<file path="config.mk">
export PLATFORM = sky130hd
export DESIGN_NAME = axi_stream_input_sram_writer
export DESIGN_NICKNAME = d
export VERILOG_FILES = /design/src/rtl/axi_stream_input_sram_writer.sv
export SDC_FILE = /design/constraint.sdc
export NUM_CORES = 1
export LEC_CHECK = 0
export CAP_MARGIN = 20
export CORE_UTILIZATION = 40
export DETAILED_ROUTE_END_ITERATION = 16
export SLEW_MARGIN = 20
export SYNTH_ARGS = -nofsm -noshare
export SYNTH_HDL_FRONTEND = slang
export SYNTH_SLANG_ARGS = --single-unit
export TNS_END_PERCENT = 20
</file>
<file path="constraint.sdc">
create_clock -name s_axis_aclk -period 8.12 [get_ports s_axis_aclk]
set_input_delay 1.218 -clock s_axis_aclk [delete_from_list [all_inputs] [get_ports s_axis_aclk]]
set_output_delay 1.218 -clock s_axis_aclk [all_outputs]
set_load 0.01 [all_outputs]
</file>
<file path="src/rtl/axi_stream_input_sram_writer.sv">
// AXI4-Stream slave that streams a row*col tensor into the input SRAM at consecutive
// addresses from a base, with a tlast framing check against the expected element count.
module axi_stream_input_sram_writer #(
    parameter int ADDR_WIDTH         = 13,
    parameter int DATA_WIDTH         = 8,
    parameter int NUM_CHANNELS_WIDTH = $clog2(64 + 1)
) (
    input  logic                          s_axis_aclk,
    input  logic                          s_axis_areset,
    input  logic [DATA_WIDTH-1:0]         s_axis_tdata,
    input  logic                          s_axis_tvalid,
    output logic                          s_axis_tready,
    input  logic                          s_axis_tlast,
    input  logic [NUM_CHANNELS_WIDTH-1:0] s_axis_tuser,
    output logic                          sram_in_en,
    output logic                          sram_in_we,
    output logic [ADDR_WIDTH-1:0]         sram_in_addr,
    output logic [DATA_WIDTH-1:0]         sram_in_data,
    input  logic                          start_input,
    input  logic [ADDR_WIDTH-1:0]         base_addr,
    input  logic [ADDR_WIDTH-1:0]         in_row,
    input  logic [ADDR_WIDTH-1:0]         in_col,
    output logic                          input_done,
    output logic                          frame_err,
    output logic [NUM_CHANNELS_WIDTH-1:0] channel_tag
);

    localparam int CNT_WIDTH = 2 * ADDR_WIDTH;
    localparam logic [CNT_WIDTH-1:0] CNT_ONE = CNT_WIDTH'(1);

    typedef enum logic [1:0] {
        IDLE,
        RECV,
        DONE
    } state_t;

    state_t state;
    state_t state_next;

    logic [ADDR_WIDTH-1:0] base_q;
    logic [CNT_WIDTH-1:0]  total_q;
    logic [CNT_WIDTH-1:0]  total_start;
    logic [CNT_WIDTH-1:0]  cnt;
    logic                  beat_accept;
    logic                  last_by_count;

    assign total_start   = CNT_WIDTH'(in_row) * CNT_WIDTH'(in_col);
    assign s_axis_tready = (state == RECV);
    assign beat_accept   = s_axis_tvalid && s_axis_tready;
    assign last_by_count = (cnt == (total_q - CNT_ONE));

    always_ff @(posedge s_axis_aclk) begin
        if (s_axis_areset) begin
            state <= IDLE;
        end else begin
            state <= state_next;
        end
    end

    // An early tlast ends the frame just like reaching the expected count.
    always_comb begin
        state_next = state;
        case (state)
            IDLE: begin
                if (start_input) begin
                    state_next = (total_start == '0) ? DONE : RECV;
                end
            end
            RECV: begin
                if (beat_accept && (last_by_count || s_axis_tlast)) begin
                    state_next = DONE;
                end
            end
            DONE:    state_next = IDLE;
            default: state_next = IDLE;
        endcase
    end

    // Writes trail the accepted beat by one cycle; the done pulse trails DONE by one.
    always_ff @(posedge s_axis_aclk) begin
        if (s_axis_areset) begin
            base_q       <= '0;
            total_q      <= '0;
            cnt          <= '0;
            sram_in_en   <= 1'b0;
            sram_in_we   <= 1'b0;
            sram_in_addr <= '0;
            sram_in_data <= '0;
            input_done   <= 1'b0;
            frame_err    <= 1'b0;
            channel_tag  <= '0;
        end else begin
            sram_in_en <= 1'b0;
            sram_in_we <= 1'b0;
            input_done <= (state == DONE);
            if (state == IDLE && start_input) begin
                base_q    <= base_addr;
                total_q   <= total_start;
                cnt       <= '0;
                frame_err <= 1'b0;
            end
            if (beat_accept) begin
                sram_in_en   <= 1'b1;
                sram_in_we   <= 1'b1;
                sram_in_addr <= base_q + cnt[ADDR_WIDTH-1:0];
                sram_in_data <= s_axis_tdata;
                cnt          <= cnt + CNT_ONE;
                if (cnt == '0) begin
                    channel_tag <= s_axis_tuser;
                end
                if (last_by_count != s_axis_tlast) begin
                    frame_err <= 1'b1;
                end
            end
        end
    end

endmodule
</file>
# After elaboration in Yosys (flattened, before gate mapping)
# Index checks and enable logic that the tools add are counted.
# W data, S select, Z words.
[totals]
regBits = 98
in_bits = 59
output_inout_bits = 33
wordCells = 40
[op_classes]
add_sub_neg = 3
n_mul = 1
eq_ne = 6
mux = 10
reduce_logical = 10
[op_table]
columns = ["cell", "count"]
rows = [
  ["$logic_not A26 Y1", 2],
  ["$mux W26", 2],
  ["$add A26 B1 Y26 const B", 1],
  ["$eq A26 B26 Y1", 1],
  ["$mul A13 B13 Y26", 1],
  ["$sub A26 B1 Y26 const B", 1],
  ["$add A13 B13 Y13", 1],
  ["$mux W2", 3],
  ["$mux W1", 4],
  ["$pmux W2 S2", 1],
  ["$reduce_and A2 Y1", 2],
  ["$logic_and A1 B1 Y1", 3],
  ["$eq A2 B1 Y1 const B", 1],
  ["$eq A2 B2 Y1 const B", 1],
  ["$logic_not A2 Y1", 1],
  ["$ne A2 B1 Y1 const B", 1],
  ["$ne A2 B2 Y1 const B", 1],
  ["$reduce_bool A2 Y1", 1],
  ["$logic_or A1 B1 Y1", 1],
  ["$ne A1 B1 Y1", 1],
]

# Depth between registers and ports, before layout
# Gate-level depths: netlist of the first run.
[depth]
word_depth = 6
depth_mapped = 23
depth_no_buf = 21

# Least setup slack after synthesis of the first run
# Ideal clock, no wire load.
[synth_timing]
path_type = "input -> register"
startpoint = "input in_row[8]"
endpoint = "register state[0]"
setup_time_ns = 0.132
arrival_time_ns = 6.435
required_ns = 7.988
slack_ns = 1.553
stages = 21
n_path_buf = 2
cell_sequence = "clkbuf_1 -> and2_1 -> fa_1 -> inv_1 -> fa_1 -> inv_1 -> fa_1 -> fa_1 -> inv_1 -> fa_1 -> inv_1 -> ha_1 -> buf_2 -> or4_1 -> o22ai_2 -> o22ai_1 -> a211oi_2 -> xnor2_1 -> or4_1 -> nor4_2 -> o22ai_1"
[synth_between]
elab_chain_len = 5
[synth_rtl]
columns = ["item", "line", "text"]
rows = [
  ["start, declared", "21", "input logic [ADDR_WIDTH-1:0] in_row,"],
  ["$mul A13 B13 Y26", "47", "assign total_start = CNT_WIDTH'(in_row) * CNT_WIDTH'(in_col);"],
  ["$logic_not A26 Y1", "66", "state_next = (total_start == '0) ? DONE : RECV;"],
  ["$mux W2", "66", ""],
  ["$mux W2", "65", "if (start_input) begin"],
  ["$pmux W2 S2", "63", "case (state)"],
  ["end signal, assigned", "56", "state <= state_next;"],
  ["end, declared", "37", "state_t state;"],
]
# No other way between the ends. The select of a mux whose other input is x is not followed.
# A chain may end at the register's enable or synchronous reset.

# Worst setup path in the final report of the first run
[layout_timing]
startpoint = "input in_row[5]"
endpoint = "register state[0]"
# Same word-level chain as after synthesis.

==> results of run 1 <==
==> worst max-delay path by stage <==
stage | end | slack [ns] | depth (start not counted)
finish | state[0]$_SDFFE_PP0P_ | 0.84 | 21
detailed placement | state[0]$_SDFFE_PP0P_ | 0.54 | 21
global route | state[0]$_SDFFE_PP0P_ | 0.52 | 21
global placement | state[0]$_SDFFE_PP0P_ | 0.64 | 21
floorplan | state[0]$_SDFFE_PP0P_ | 1.55 | 21
CTS | state[0]$_SDFFE_PP0P_ | 0.89 | 21
==> per-layer routing <==
| metal | share of wire [%] | vias to the layer above | routed length, µm |
|---|---|---|---|
| met5 | 0 | - | 0 |
| met4 | 1.7 | 0 | 431 |
| met3 | 2.7 | 35 | 696 |
| met2 | 48 | 155 | 12200 |
| met1 | 48 | 4439 | 12170 |
| li1 | - | 4476 | - |
==> registers in the layout, indices dropped and copies added (netlist names) <==
register	flops
sram_in_we	1
frame_err	1
total_q	26
sram_in_data	8
state	2
input_done	1
channel_tag	7
base_q	13
cnt	26
sram_in_addr	13
==> worst max-delay path, delay by kind of cell <==
family	cells	cell delay (ns)
AO/OA/AOI/OAI	4	0.79
XOR/XNOR	1	0.12
AND/OR/NAND/NOR	5	1.67
adder cells (fa/ha/maj)	6	2.75
buffers and inverters	5	0.90
==> metrics by stage <==
stage	hold WS [ns]	util [%]	power, mW	setup slack [ns]
after global routing	0.4653	45.92	4.266	0.5249
after CTS	0.4521	45.92	3.851	0.8911
after detailed placement	0.4432	44.73	3.372	0.5374
after floorplan	0.4367	-	2.770	1.553
final	0.4493	45.92	3.836	0.8427
after global placement	0.4397	44.73	3.366	0.6357
==> cell families (layout without fill, tap and decap cells) <==
logic type | Yosys count | count (layout) | share of synthesized area [%]
simple gates | 529 | 529 | 23.46
buf+inv | 245 | 286 | 8.547
fa+ha+maj | 209 | 209 | 32.33
compound gates | 203 | 203 | 11.26
flops | 98 | 98 | 17.97
xor+xnor | 64 | 64 | 5.133
mux | 14 | 14 | 1.295
==> layout make-up <==
type                    count  area, µm²
clock inverters             6      80.08
flip-flops and latches     98       1962
inverters                 172      645.6
multi-input cells        1019       8028
fillers                  2696      14530
well taps                 341      426.7
clock buffers              10      239.0
repair buffers             98      960.9
==> power by group through the flow <==
| stage | logic [mW] | registers [mW] | clock network [mW] |
|---|---|---|---|
| global route | 3.19 | 0.584 | 0.493 |
| finish | 2.80 | 0.576 | 0.460 |
| detailed placement | 2.78 | 0.587 | 0 |
| global placement | 2.78 | 0.586 | 0 |
| CTS | 2.80 | 0.576 | 0.470 |
| floorplan | 2.20 | 0.571 | 0 |
==> cell usage after synthesis (4+ instances only) <==
cell and n:
a211o_1 4, a211oi_1 12, a21o_1 6, a21oi_1 100
a22oi_1 6, a31oi_1 7, and2_1 91, and3_1 15
clkbuf_1 66, dfxtp_1 98, fa_1 122, ha_1 87
inv_1 172, mux2i_1 13, nand2_1 213, nand2b_1 5
nand3_1 34, nand4_1 8, nor2_1 91, nor2b_1 4
nor3_1 17, nor3b_1 5, nor4_1 14, o21a_1 10
o21ai_0 28, o21bai_1 4, or2_2 6, or3_1 7
or4_1 6, xnor2_1 48, xor2_1 16
==> layout by cell type (no fill, tap or decap), types with 14 or more instances in the layout <==
master	n
nor4_1	14
dfxtp_1	98
xor2_1	16
fa_1	122
nor3_1	17
ha_1	87
and2_1	91
xnor2_1	48
inv_1	172
nor2_1	91
o21ai_0	28
clkdlybuf4s50_1	90
and3_1	15
nand3_1	34
nand2_1	212
a21oi_1	100
==> results by group, run 1 <==
Worst setup path
  – CP Max Fanout: 13
  – Path type of the worst setup path: in2reg
  – Worst R2R Path Depth: 14
  – CP peak stage delay: 0.70 ns
  – CP Cell Sequence: clkdlybuf4s50_1, and2_1, fa_1, inv_1, fa_1, inv_1, fa_1, inv_1, fa_1, fa_1, inv_1, ha_1, o21ai_0, a21oi_1, nor4_1, or3_1, a31oi_1, xor2_1, or4_1, nor4_2, o22ai_1
  – Most used cell along the critical path: fa_1
  – Reg2Reg Setup Slack: 3.89 ns
  – CP Launch Type: input pin
  – Crit path DAT: 7.47 ns
  – CP max stage cell: clkdlybuf4s50_1
  – End of the worst register-to-register path: state[1]$_SDFFE_PP0P_
  – CP required: 8.31 ns
  – CP Launch Point: in_row[5]
  – Worst setup EP type: register
  – Reg-to-Reg Start: total_q[0]$_SDFFE_PP0P_

Clock network
  – CTS H-tree lvls: 3
  – Sink Count: 98
  – Clk buf depth: 2
  – CTS tree: done
  – Post-cts resize count: 0
  – Post-CTS setup buffer count: 0
  – Total CTS buffers: 9
  – Root Driver: clkbuf_16
  – CTS Hold Buffers Added: 0
  – CTS clk-pin slew, worst paths: 0.07 ns
  – Skew-Pair Late Insertion Delay: 0.35 ns

Drt
  – Vias/cell: 5.221
  – Vias: 9,105
  – Detail Route Antenna Nets: 0
  – Initial DRC count: 491
  – DR WL/cell: 14.62 µm
  – Detailed Route WL: 25,490 µm
  – DRC viols: 0
  – TritonRoute pass-1 iters: 5

Timing
  – Min cycle time layout: 7.277 ns
  – Final worst path period share: 89.62%
  – Post-Route Setup TNS: 0 ns
  – Worst slew pin tran: 1.051 ns
  – RSZ-0062 raised after global routing: no
  – Final Max Slew Viols: 0
  – Final hold violation count: 0
  – Final setup vio count: 0
  – Slew headroom: 29.94%
  – FMAX: 137.4 MHz
  – Skew final: 0.008628 ns

Synthesis
  – Post-synthesis register bit count: 98
  – Share of the synthesized area in the top cell type: 22.36%
  – Post-synth cell types: 64
  – Sequential area share after synthesis: 17.97%
  – Synth top area cells: fa_1 (22%), dfxtp_1 (18%), ha_1 (10%), nand2_1 (7.3%), inv_1 (5.9%)
  – Prevailing post-synth register cell: dfxtp_1
  – Synth Cell Area: 10,920 µm²
  – Mapped Cells: 1,362
  – Area leader, netlist: fa_1
  – Ys async rst share: 0%
  – Post-synthesis net count: 1,630
  – Post-synth EDFFs: 0
  – Mapped Avg Cell Area: 8.018 µm²
  – Synthesis Warnings: 0

Layout
  – Antenna cells: 0
  – Layout cells sized above 1: 3.065%
  – Post-route insts no fill: 1,744
  – Final instance area: 12,340 µm²
  – Nets: 1,666
  – Layout area overhead: 13.02%

Hold path
  – Worst Hold Class: reg2reg
  – WHS Path Cells: 2
  – Worst hold endpoint: sram_in_addr[7]$_SDFFE_PP0P_
  – HP Start: sram_in_addr[7]$_SDFFE_PP0P_

Job
  – Max-cap violations: 0

Power
  – PD cells: 310.8 nW/µm²
  – LEAKAGE: 5.464 nW
  – NetSw: 1.896 mW
  – Peak supply drop: 0.3165 mV
  – Internal cell power: 1.940 mW
  – Sw frac: 49.42%
  – Comb power frac: 73.0%
  – Seq pwr share: 15.0%
  – Clock Power Share: 12.0%

Placed design
  – PortBufs: 91
  – Routability cong.: 0.8987
  – DP Area: 12,020 µm²
  – Total placed cells including tap cells: 1,728
  – DP HPWL: 19,700 µm

Global routing
  – GRT Max-Usage Layer: met2
  – Number of global-route vias before repair: 9,088
  – Grt total ovfl: 0
  – Initial antenna violation count: 0
  – First-pass GRT wire length: 44,060 µm
  – Met2 Usage GRT: 32.78%
  – GRT met1 Usage: 25.80%
  – Pin count of the biggest net entering global routing: 101
  – Total track usage: 19.14%
  – GRT met3 Usage: 2.151%

Floorplanning
  – I/O Pins: 92
  – Die X-Extent: 167.2 µm
  – Die area: 27,970 µm²
  – Initial Util: 40.63%
  – Row count: 60
  – Core area: 26,880 µm²
  – Die height: 167.2 µm

Status
  – Status: complete, no violations
Note: power is estimated with default switching activity, not from simulation.
==> run 2, diff against run 1 <==
--- a/config.mk
+++ b/config.mk
@@ -7,6 +7,7 @@
 export LEC_CHECK = 0
 export CAP_MARGIN = 20
-export CORE_UTILIZATION = 40
+export CORE_UTILIZATION = 60
 export DETAILED_ROUTE_END_ITERATION = 16
+export PLACE_DENSITY_LB_ADDON = 0.12
 export SLEW_MARGIN = 20
 export SYNTH_ARGS = -nofsm -noshare
==> constraint.sdc (replaced) <==
create_clock -name s_axis_aclk -period 8.12 [get_ports s_axis_aclk]
set_input_delay 2.436 -clock s_axis_aclk [delete_from_list [all_inputs] [get_ports s_axis_aclk]]
set_output_delay 2.436 -clock s_axis_aclk [all_outputs]
set_load 0.01 [all_outputs]
==> run 2 against run 1 <==
  * Register-to-register slack improved by 0.05 ns
  * Global-route usage increased by 11 points
  * Non-clock buffer count increased by 127
  * Sequential share of layout area decreased by 1.3 points
  * First-iteration DRC count increased by 18%
  * Largest cell class unchanged
  * Cell count increased by 0.63%
  * Clock power decreased by 3%
  * Sequential power about the same
  * Clock skew increased by 0.0030 ns
  * Die area decreased by 33%
  * Clock-buffer cell count unchanged
==> results by group, run 2 (synthesized netlist as in run 1, its figures left out) <==
Floorplanning
  – Die height: 136.9 µm (was 167.2 µm)
  – Core area: 17,540 µm² (was 26,880 µm²)
  – Initial Util: 62.27% (was 40.63%)
  – I/O Pins: 92 (unchanged)
  – Row count: 48 (was 60)
  – Die X-Extent: 136.9 µm (was 167.2 µm)
  – Die area: 18,740 µm² (was 27,970 µm²)

Placed design
  – Total placed cells including tap cells: 1,731 (was 1,728)
  – PortBufs: 91 (unchanged)
  – DP HPWL: 20,860 µm (was 19,700 µm)
  – DP Area: 12,810 µm² (was 12,020 µm²)
  – Routability cong.: 0.8909 (was 0.8987)

Layout
  – Antenna cells: 0 (unchanged)
  – Commonest non-fill, non-tap cell in the layout: nand2_1 (unchanged)
  – Top Registers: cnt x26, total_q x26 (unchanged)
  – Post-route insts no fill: 1,755 (was 1,744)
  – Nets: 1,793 (was 1,666)
  – Most frequent cells in the layout: nand2_1 (212), inv_1 (172), buf_4 (126) (was nand2_1 (212), inv_1 (172), fa_1 (122))
  – Fillers: 1,329 (was 2,696)
  – Layout area overhead: 22.78% (was 13.02%)
  – Final instance area: 13,410 µm² (was 12,340 µm²)
  – Layout cells sized above 1: 12.61% (was 3.065%)

Drt
  – Detailed Route WL: 26,880 µm (was 25,490 µm)
  – Vias/cell: 5.586 (was 5.221)
  – Vias: 9,803 (was 9,105)
  – Initial DRC count: 577 (was 491)
  – Detail Route Antenna Nets: 0 (unchanged)
  – DR WL/cell: 15.32 µm (was 14.62 µm)
  – TritonRoute pass-1 iters: 5 (unchanged)
  – DRC viols: 0 (unchanged)

Worst setup path
  – CP required: 8.30 ns (was 8.31 ns)
  – Most used cell along the critical path: fa_1 (unchanged)
  – CP Launch Type: input pin (unchanged)
  – Worst setup EP type: register (unchanged)
  – CP max stage cell: clkdlybuf4s50_1 (unchanged)
  – CP Cell Sequence: clkdlybuf4s50_1, buf_4, and2_1, fa_1, inv_1, fa_1, fa_1, inv_1, fa_1, ha_1, ha_1, a21oi_1, o21bai_1, a221oi_2, o21ai_0, xor2_1, or4_1, nor4_2, o22ai_1 (was clkdlybuf4s50_1, and2_1, fa_1, inv_1, fa_1, inv_1, fa_1, inv_1, fa_1, fa_1, inv_1, ha_1, o21ai_0, a21oi_1, nor4_1, or3_1, a31oi_1, xor2_1, or4_1, nor4_2, o22ai_1)
  – Reg2Reg Setup Slack: 3.94 ns (was 3.89 ns)
  – Crit path DAT: 8.17 ns (was 7.47 ns)
  – CP peak stage delay: 0.62 ns (was 0.70 ns)
  – CP Max Fanout: 9 (was 13)
  – Path type of the worst setup path: in2reg (unchanged)

Timing
  – FMAX: 125.3 MHz (was 137.4 MHz)
  – Skew final: 0.01164 ns (was 0.008628 ns)
  – Final setup vio count: 0 (unchanged)
  – Hold_ws: 0.4521 ns (was 0.4493 ns)
  – Slew headroom: 31.44% (was 29.94%)
  – Final worst path period share: 98.28% (was 89.62%)
  – Final hold violation count: 0 (unchanged)
  – Worst slew pin tran: 1.028 ns (was 1.051 ns)
  – Min cycle time layout: 7.981 ns (was 7.277 ns)
  – Final Max Slew Viols: 0 (unchanged)

Global routing
  – Grt total ovfl: 0 (unchanged)
  – Initial antenna violation count: 0 (unchanged)
  – Pin count of the biggest net entering global routing: 101 (unchanged)
  – Total track usage: 29.93% (was 19.14%)
  – First-pass GRT wire length: 44,820 µm (was 44,060 µm)
  – Number of global-route vias before repair: 9,685 (was 9,088)

Clock network
  – CTS Hold Buffers Added: 0 (unchanged)
  – Total CTS buffers: 9 (unchanged)
  – Root Driver: clkbuf_16 (unchanged)
  – CTS tree: done (unchanged)
  – Sink Count: 98 (unchanged)
  – Skew-Pair Late Insertion Delay: 0.34 ns (was 0.35 ns)
  – Clk buf depth: 2 (unchanged)
  – CTS clk-pin slew, worst paths: 0.07 ns (about the same)
  – CTS H-tree lvls: 3 (unchanged)

Power
  – PD cells: 396.2 nW/µm² (was 310.8 nW/µm²)
  – LEAKAGE: 6.242 nW (was 5.464 nW)
  – Peak supply drop: 0.3671 mV (was 0.3165 mV)

Hold path
  – Worst Hold Class: reg2reg (unchanged)

Status
  – Status: complete, no violations (unchanged)

Job
  – Max-cap violations: 0 (unchanged)
[run 2: worst paths after layout]
path                                startpoint                            to  depth (start not counted)
hold reg to reg   sram_in_data[4]$_SDFFE_PP0P_  sram_in_data[4]$_SDFFE_PP0P_                          2
hold / removal    sram_in_data[4]$_SDFFE_PP0P_  sram_in_data[4]$_SDFFE_PP0P_                          2
setup / recovery                    in_col[10]         state[0]$_SDFFE_PP0P_                         19
setup reg to reg       total_q[0]$_SDFFE_PP0P_         state[1]$_SDFFE_PP0P_                         14
[run 2: metal layers]
layer | global-route usage (%) | wire length, µm
met1 | 40.56 | 12180
met2 | 52.14 | 13190
met3 | 3.148 | 1238
met4 | 5.189 | 269
met5 | 0 | 0
[run 2: final cells by class]
type | count | area, µm² | share of cell area [%]
multi-input cells | 1019 | 8200 | 61.16
well taps | 225 | 281.5 | 2.100
clock inverters | 6 | 70.07 | 0.5226
flip-flops and latches | 98 | 1962 | 14.63
repair buffers | 225 | 2009 | 14.99
inverters | 172 | 645.6 | 4.815
clock buffers | 10 | 239.0 | 1.782
[run 2: stage by stage]
| step | worst slack, ns | setup TNS, ns | utilization [%] | total power, mW |
|---|---|---|---|---|
| floorplan | 0.3355 | 0 | - | 2.770 |
| global placement | -0.3108 | -0.6311 | 73.02 | 4.410 |
| detailed placement | -0.3582 | -0.8163 | 73.02 | 4.457 |
| CTS | 0.0004210 | 0 | 74.79 | 4.934 |
| global route | -0.06222 | -0.08692 | 76.46 | 5.801 |
| finish | 0.1394 | 0 | 76.46 | 5.312 |
[run 2: worst max-delay path, delay by kind of cell]
kind                     cells  cell delay [ns]
adder cells (fa/ha/maj)      6             2.59
AND/OR/NAND/NOR              3             0.93
XOR/XNOR                     1             0.18
AO/OA/AOI/OAI                5             1.06
buffers and inverters        4             0.96
[run 2: power breakdown]
group          leakage [nW]  internal, mW  switching [mW]  total (mW)
Combinational          5.29          2.14            2.15        4.29
Sequential            0.797         0.526          0.0526       0.578
Clock                 0.154         0.251           0.193       0.444
Total                  6.24          2.92            2.39        5.31
[run 2: timing repair]
| action | CTS | global route |
|---|---|---|
| resized for setup | 1 | 45 |
| cloned | 0 | 1 |
| pin swaps | 0 | 14 |
| endpoints found under the setup margin | 2 | 3 |
| buffers inserted | 0 | 7 |
